==> config.mk <==
export PLATFORM = sky130hd
export DESIGN_NAME = instruction_fetch
export DESIGN_NICKNAME = d
export VERILOG_FILES = /design/src/rtl/instruction_fetch.sv
export SDC_FILE = /design/constraint.sdc
export NUM_CORES = 1
export LEC_CHECK = 0
export ABC_AREA = 1
export CAP_MARGIN = 0
export CELL_PAD_IN_SITES_DETAIL_PLACEMENT = 1
export CELL_PAD_IN_SITES_GLOBAL_PLACEMENT = 1
export CORE_MARGIN = 2
export CORE_UTILIZATION = 35
export CTS_BUF_LIST = sky130_fd_sc_hd__clkbuf_4
export DETAILED_ROUTE_END_ITERATION = 12
export PLACE_DENSITY = 0.68
export SETUP_SLACK_MARGIN = 0.2
export SLEW_MARGIN = 10
export SYNTH_ARGS = -nofsm -noshare
export SYNTH_HDL_FRONTEND = slang
export SYNTH_SLANG_ARGS = --single-unit
export TNS_END_PERCENT = 5
==> constraint.sdc <==
create_clock -name clk -period 3.8 [get_ports clk]
set_input_delay 0.57 -clock clk [delete_from_list [all_inputs] [get_ports clk]]
set_output_delay 0.57 -clock clk [all_outputs]
set_load 0.05 [all_outputs]
==> src/rtl/instruction_fetch.sv <==
`default_nettype none
// ============================================================================
// Module      : instruction_fetch
// Description : Instruction prefetch unit. Fetches sequential instruction
//               words from memory into a small FIFO with at most one read
//               outstanding, and redirects the fetch stream on a branch.
// Revision    : 1.0 - initial release
// ----------------------------------------------------------------------------
// Ports
//   clk          in   1       clock, rising edge
//   reset        in   1       asynchronous reset, active low
//   label        in   8       branch target address
//   branch       in   1       one-cycle redirect strobe
//   mem_addr     out  8       instruction memory read address
//   mem_req      out  1       read request (held until mem_ack)
//   mem_ack      in   1       read completion, mem_data valid same cycle
//   mem_data     in   DATA_W  read data
//   instr        out  DATA_W  head-of-buffer instruction
//   instr_pc     out  8       address of instr
//   instr_valid  out  1       instr/instr_pc valid
//   instr_ready  in   1       decoder accepts head entry
// ============================================================================
module instruction_fetch #(
  parameter int DATA_W = 16,
  parameter int DEPTH  = 4
) (
  input  logic              clk,
  input  logic              reset,
  input  logic [7:0]        label,
  input  logic              branch,
  output logic [7:0]        mem_addr,
  output logic              mem_req,
  input  logic              mem_ack,
  input  logic [DATA_W-1:0] mem_data,
  output logic [DATA_W-1:0] instr,
  output logic [7:0]        instr_pc,
  output logic              instr_valid,
  input  logic              instr_ready
);

  localparam int PTR_W = (DEPTH > 1) ? $clog2(DEPTH) : 1;
  localparam int CNT_W = PTR_W + 1;
  localparam logic [CNT_W-1:0] DEPTH_C = CNT_W'(DEPTH);

  typedef enum logic [1:0] {
    IDLE    = 2'd0,
    REQ     = 2'd1,
    DISCARD = 2'd2
  } state_t;

  state_t             state_q,      state_d;
  logic [7:0]         fetch_addr_q, fetch_addr_d;
  logic [7:0]         mem_addr_q,   mem_addr_d;
  logic               mem_req_q,    mem_req_d;
  logic [CNT_W-1:0]   count_q,      count_d;
  logic [PTR_W-1:0]   rd_ptr_q,     rd_ptr_d;
  logic [PTR_W-1:0]   wr_ptr_q,     wr_ptr_d;
  logic [DATA_W-1:0]  buf_data_q [DEPTH];
  logic [DATA_W-1:0]  buf_data_d [DEPTH];
  logic [7:0]         buf_pc_q   [DEPTH];
  logic [7:0]         buf_pc_d   [DEPTH];

  logic push;
  logic pop;

  always_comb begin
    // A branch kills both the returning data and any consumption this cycle.
    push = (state_q == REQ) && mem_ack && !branch;
    pop  = (count_q != '0) && instr_ready && !branch;

    buf_data_d = buf_data_q;
    buf_pc_d   = buf_pc_q;
    if (push) begin
      buf_data_d[wr_ptr_q] = mem_data;
      buf_pc_d[wr_ptr_q]   = mem_addr_q;
    end

    if (branch) begin
      rd_ptr_d = '0;
      wr_ptr_d = '0;
      count_d  = '0;
    end else begin
      rd_ptr_d = pop  ? rd_ptr_q + PTR_W'(1) : rd_ptr_q;
      wr_ptr_d = push ? wr_ptr_q + PTR_W'(1) : wr_ptr_q;
      count_d  = count_q + CNT_W'(push) - CNT_W'(pop);
    end

    if (branch) begin
      fetch_addr_d = label;
    end else if (push) begin
      fetch_addr_d = fetch_addr_q + 8'd1;
    end else begin
      fetch_addr_d = fetch_addr_q;
    end

    state_d = state_q;
    case (state_q)
      IDLE: begin
        if (branch || (count_q < DEPTH_C)) begin
          state_d = REQ;
        end
      end
      REQ: begin
        if (mem_ack) begin
          // Keep requesting back-to-back while the buffer has room.
          if (branch || (count_d < DEPTH_C)) begin
            state_d = REQ;
          end else begin
            state_d = IDLE;
          end
        end else if (branch) begin
          // The in-flight read must still complete; its data is dropped.
          state_d = DISCARD;
        end
      end
      DISCARD: begin
        if (mem_ack) begin
          state_d = REQ;
        end
      end
      default: state_d = IDLE;
    endcase

    mem_req_d  = (state_d != IDLE);
    // While draining a stale read the bus address stays on the old request;
    // the new target is parked in fetch_addr until the ack arrives.
    mem_addr_d = (state_d == DISCARD) ? mem_addr_q : fetch_addr_d;
  end

  always_ff @(posedge clk or negedge reset) begin
    if (!reset) begin
      state_q      <= IDLE;
      fetch_addr_q <= 8'd0;
      mem_addr_q   <= 8'd0;
      mem_req_q    <= 1'b0;
      count_q      <= '0;
      rd_ptr_q     <= '0;
      wr_ptr_q     <= '0;
      for (int i = 0; i < DEPTH; i++) begin
        buf_data_q[i] <= '0;
        buf_pc_q[i]   <= 8'd0;
      end
    end else begin
      state_q      <= state_d;
      fetch_addr_q <= fetch_addr_d;
      mem_addr_q   <= mem_addr_d;
      mem_req_q    <= mem_req_d;
      count_q      <= count_d;
      rd_ptr_q     <= rd_ptr_d;
      wr_ptr_q     <= wr_ptr_d;
      buf_data_q   <= buf_data_d;
      buf_pc_q     <= buf_pc_d;
    end
  end

  assign mem_addr    = mem_addr_q;
  assign mem_req     = mem_req_q;
  assign instr       = buf_data_q[rd_ptr_q];
  assign instr_pc    = buf_pc_q[rd_ptr_q];
  assign instr_valid = (count_q != '0);

endmodule
`default_nettype wire

==> results.sh <==
export IMPL_clockRootBuffer="clkbuf_4"
export IMPL_status="completed"
export IMPL_synth_seq_cells=122
export IMPL_ys_types=29
export IMPL_critPathKind="register to primary output"
export IMPL_timing_final_crit_share=0.768
export IMPL_yosys_top_cells_area="dfrtp_1, nand2_1, o21ai_0"
export IMPL_crit_required_ns=3.23
export IMPL_dp_cells=880
export IMPL_worst_slew_pin_slew_ns=0.940
export IMPL_clock_sinks=122
export IMPL_std_cell_rows=46
export IMPL_die_area_um2=17000
export IMPL_grt_pass1_wl_um=24100
export IMPL_clk_latency_ns=0.53
export IMPL_num_vias=4488
export IMPL_p_total_mw=5.36
export IMPL_drv_cap=0
export IMPL_yosysTopAreaCellShare=0.546
export IMPL_gp_congestion=0.811
export IMPL_h_tree_depth=4
export IMPL_grt_start_max_net_pins=75
export IMPL_finClkSkew_ns=0.0192
export IMPL_finalSetupViolations=0
export IMPL_ys_seq_area_frac=0.546
export IMPL_clk_pin_slew_ns=0.11
export IMPL_die_w_um=130
export IMPL_yosys_warnings=0
export IMPL_ios=63
export IMPL_slew_limit_headroom=0.372
export IMPL_grtUsageTotal=0.184
export IMPL_cp_startpoint="rd_ptr_q[0]"
export IMPL_dr_first_iter_drc_count=217
export IMPL_fin_cells=912
export IMPL_reg2reg_to="mem_req"
export IMPL_p_per_area_nw_per_um2=823
export IMPL_finalCriticalPeriod_ns=2.92
export IMPL_viasPerCell=4.92
export IMPL_cts_hold_buf=0
export IMPL_wl_per_cell_um=15.8
export IMPL_r2r_setup_slack_ns=1.24
export IMPL_first_global_vias=4783
export IMPL_fmax_mhz=343
export IMPL_hold_viol=0
export IMPL_post_cts_buffers=0
export IMPL_gr_total_overflow=0
export IMPL_drive_gt1_frac=0.129
export IMPL_yosysTopAreaCell="dfrtp_1"
export IMPL_port_buffer_count=62
export IMPL_syn_inst=634
export IMPL_clk_path_buf_depth=2
export IMPL_start_kind="register"
export IMPL_cts_resized=0
export IMPL_dp_hpwl_um=9050
export IMPL_rsz0062_at_grt="no"
export IMPL_synth_area_um2=5590
export IMPL_final_nets=720
export IMPL_drt_wl_total_um=14400
export IMPL_syn_num_nets=671
export IMPL_fill_cells=1860
export IMPL_core_um2=15800
export IMPL_worstPathMaxFanout=28
export IMPL_die_h_um=130
export IMPL_slew_violations=0
export IMPL_antenna_found_initial=0
export IMPL_drc=0
export IMPL_hold_class="input pin to async pin"
export IMPL_area_growth_pct=16.4
export IMPL_peakVddDrop_v=0.000317
export IMPL_crit_path_end_kind="primary output"
export IMPL_cts_buffers=17
export IMPL_tns_ns=0
export IMPL_ant_nets=0
export IMPL_r2r_start="count_q[1]"
export IMPL_cts_tree="done"
export IMPL_worstRegToRegCells=15
export IMPL_start_util=0.355
export IMPL_synth_avg_cell_area_um2=8.82
export IMPL_drt_pass1_iter_count=4
export IMPL_diodes=0
export IMPL_critical_path_arrival_ns=2.35
export IMPL_p_leak_nw=3.14
## cell families after synthesis
| family | count (synthesis) | share of synthesized area |
|---|---|---|
| AO/OA/AOI/OAI | 183 | 0.184 |
| XOR/XNOR | 2 | 0.00313 |
| adder cells (fa/ha/maj) | 8 | 0.0192 |
| buffers and inverters | 83 | 0.0749 |
| flip-flops | 122 | 0.546 |
| AND/OR/NAND/NOR | 236 | 0.173 |
## final cells by class
class | count | area (um^2) | share of cell area
Multi-Input combinational cell | 429 | 2120 | 0.326
Inverter | 46 | 178 | 0.0273
Clock inverter | 10 | 101 | 0.0156
Timing Repair Buffer | 67 | 621 | 0.0953
Sequential cell | 122 | 3050 | 0.469
Clock buffer | 22 | 165 | 0.0254
Tap cell | 216 | 270 | 0.0415
## flip-flops by register name, summed over array words and instances, names as in the netlist
name	cells
count_q	3
buf_data_q	64
rd_ptr_q	2
wr_ptr_q	2
mem_addr	8
mem_req	1
state_q	2
fetch_addr_q	8
buf_pc_q	32
## metal layers
| layer | share of wire | vias up | track usage | routed length, um |
|---|---|---|---|---|
| met5 | 0 | - | 0 | 0 |
| met3 | 0.038 | 12 | 0.0460 | 539 |
| met2 | 0.48 | 69 | 0.309 | 6940 |
| met4 | 0.011 | 0 | 0.0519 | 151 |
| li1 | - | 2182 | - | - |
| met1 | 0.47 | 2225 | 0.238 | 6750 |
## cell usage in the layout, fill, tap and decap left out, types with 3 or more instances in the layout
master           count
nand2_1            155
dfrtp_1            122
o21ai_0             69
o21ai_1             65
nor2_1              57
inv_1               42
clkdlybuf4s50_1     37
buf_4               28
o22ai_1             24
clkbuf_4            22
o21ai_2             16
nand3_1             13
ha_1                 7
a21oi_1              5
nand2_4              4
inv_2                3
clkinv_2             3
clkinv_1             3
## power breakdown
| part | leakage, nW | internal (mW) | switching [mW] |
|---|---|---|---|
| Clock | 0.146 | 0.417 | 0.467 |
| Combinational | 1.39 | 0.774 | 1.74 |
| Sequential | 1.60 | 1.71 | 0.241 |
| Total | 3.14 | 2.91 | 2.45 |
## synth_stat cells
library cell	number
xor2_1	2
o21ai_1	65
o21ai_2	16
buf_6	12
buf_2	10
nor2_1	57
and2_1	1
ha_1	7
o31ai_1	1
o21ai_0	69
nand2_4	4
o211ai_2	1
inv_6	1
fa_1	1
nor2_2	1
nand3_4	1
nor2_4	1
o22ai_1	24
o211ai_1	1
clkbuf_1	15
a21oi_4	1
or2_2	2
nand3b_1	1
a21oi_1	5
inv_2	3
inv_1	42
dfrtp_1	122
nand3_1	13
nand2_1	155
## worst max path at each step
stage,endpoint,slack (ns)
final,instr[3],0.88
after global routing,instr[3],0.68
after CTS,instr_pc[2],0.77
after detailed placement,mem_req,0.81
after global placement,mem_req,0.86
after floorplan,mem_req,1.29
## stage by stage
step	setup WS [ns]	hold slack, ns	util	cell area, um^2
2_1_floorplan	1.29	0.274	-	5590
3_3_place_gp	0.856	0.459	0.396	6240
6_report	0.880	0.0579	0.413	6510
3_5_place_dp	0.806	0.463	0.396	6240
4_1_cts	0.772	0.0494	0.413	6510
5_1_grt	0.678	0.0398	0.413	6510
## critical path: stages (launching register included)
cell and delay, ns:
dfrtp_1 0.38, inv_1 0.57, buf_12 0.27, o21ai_0 0.09, o22ai_1 0.26, buf_4 0.25
Note: power is estimated with default switching activity, not from simulation.
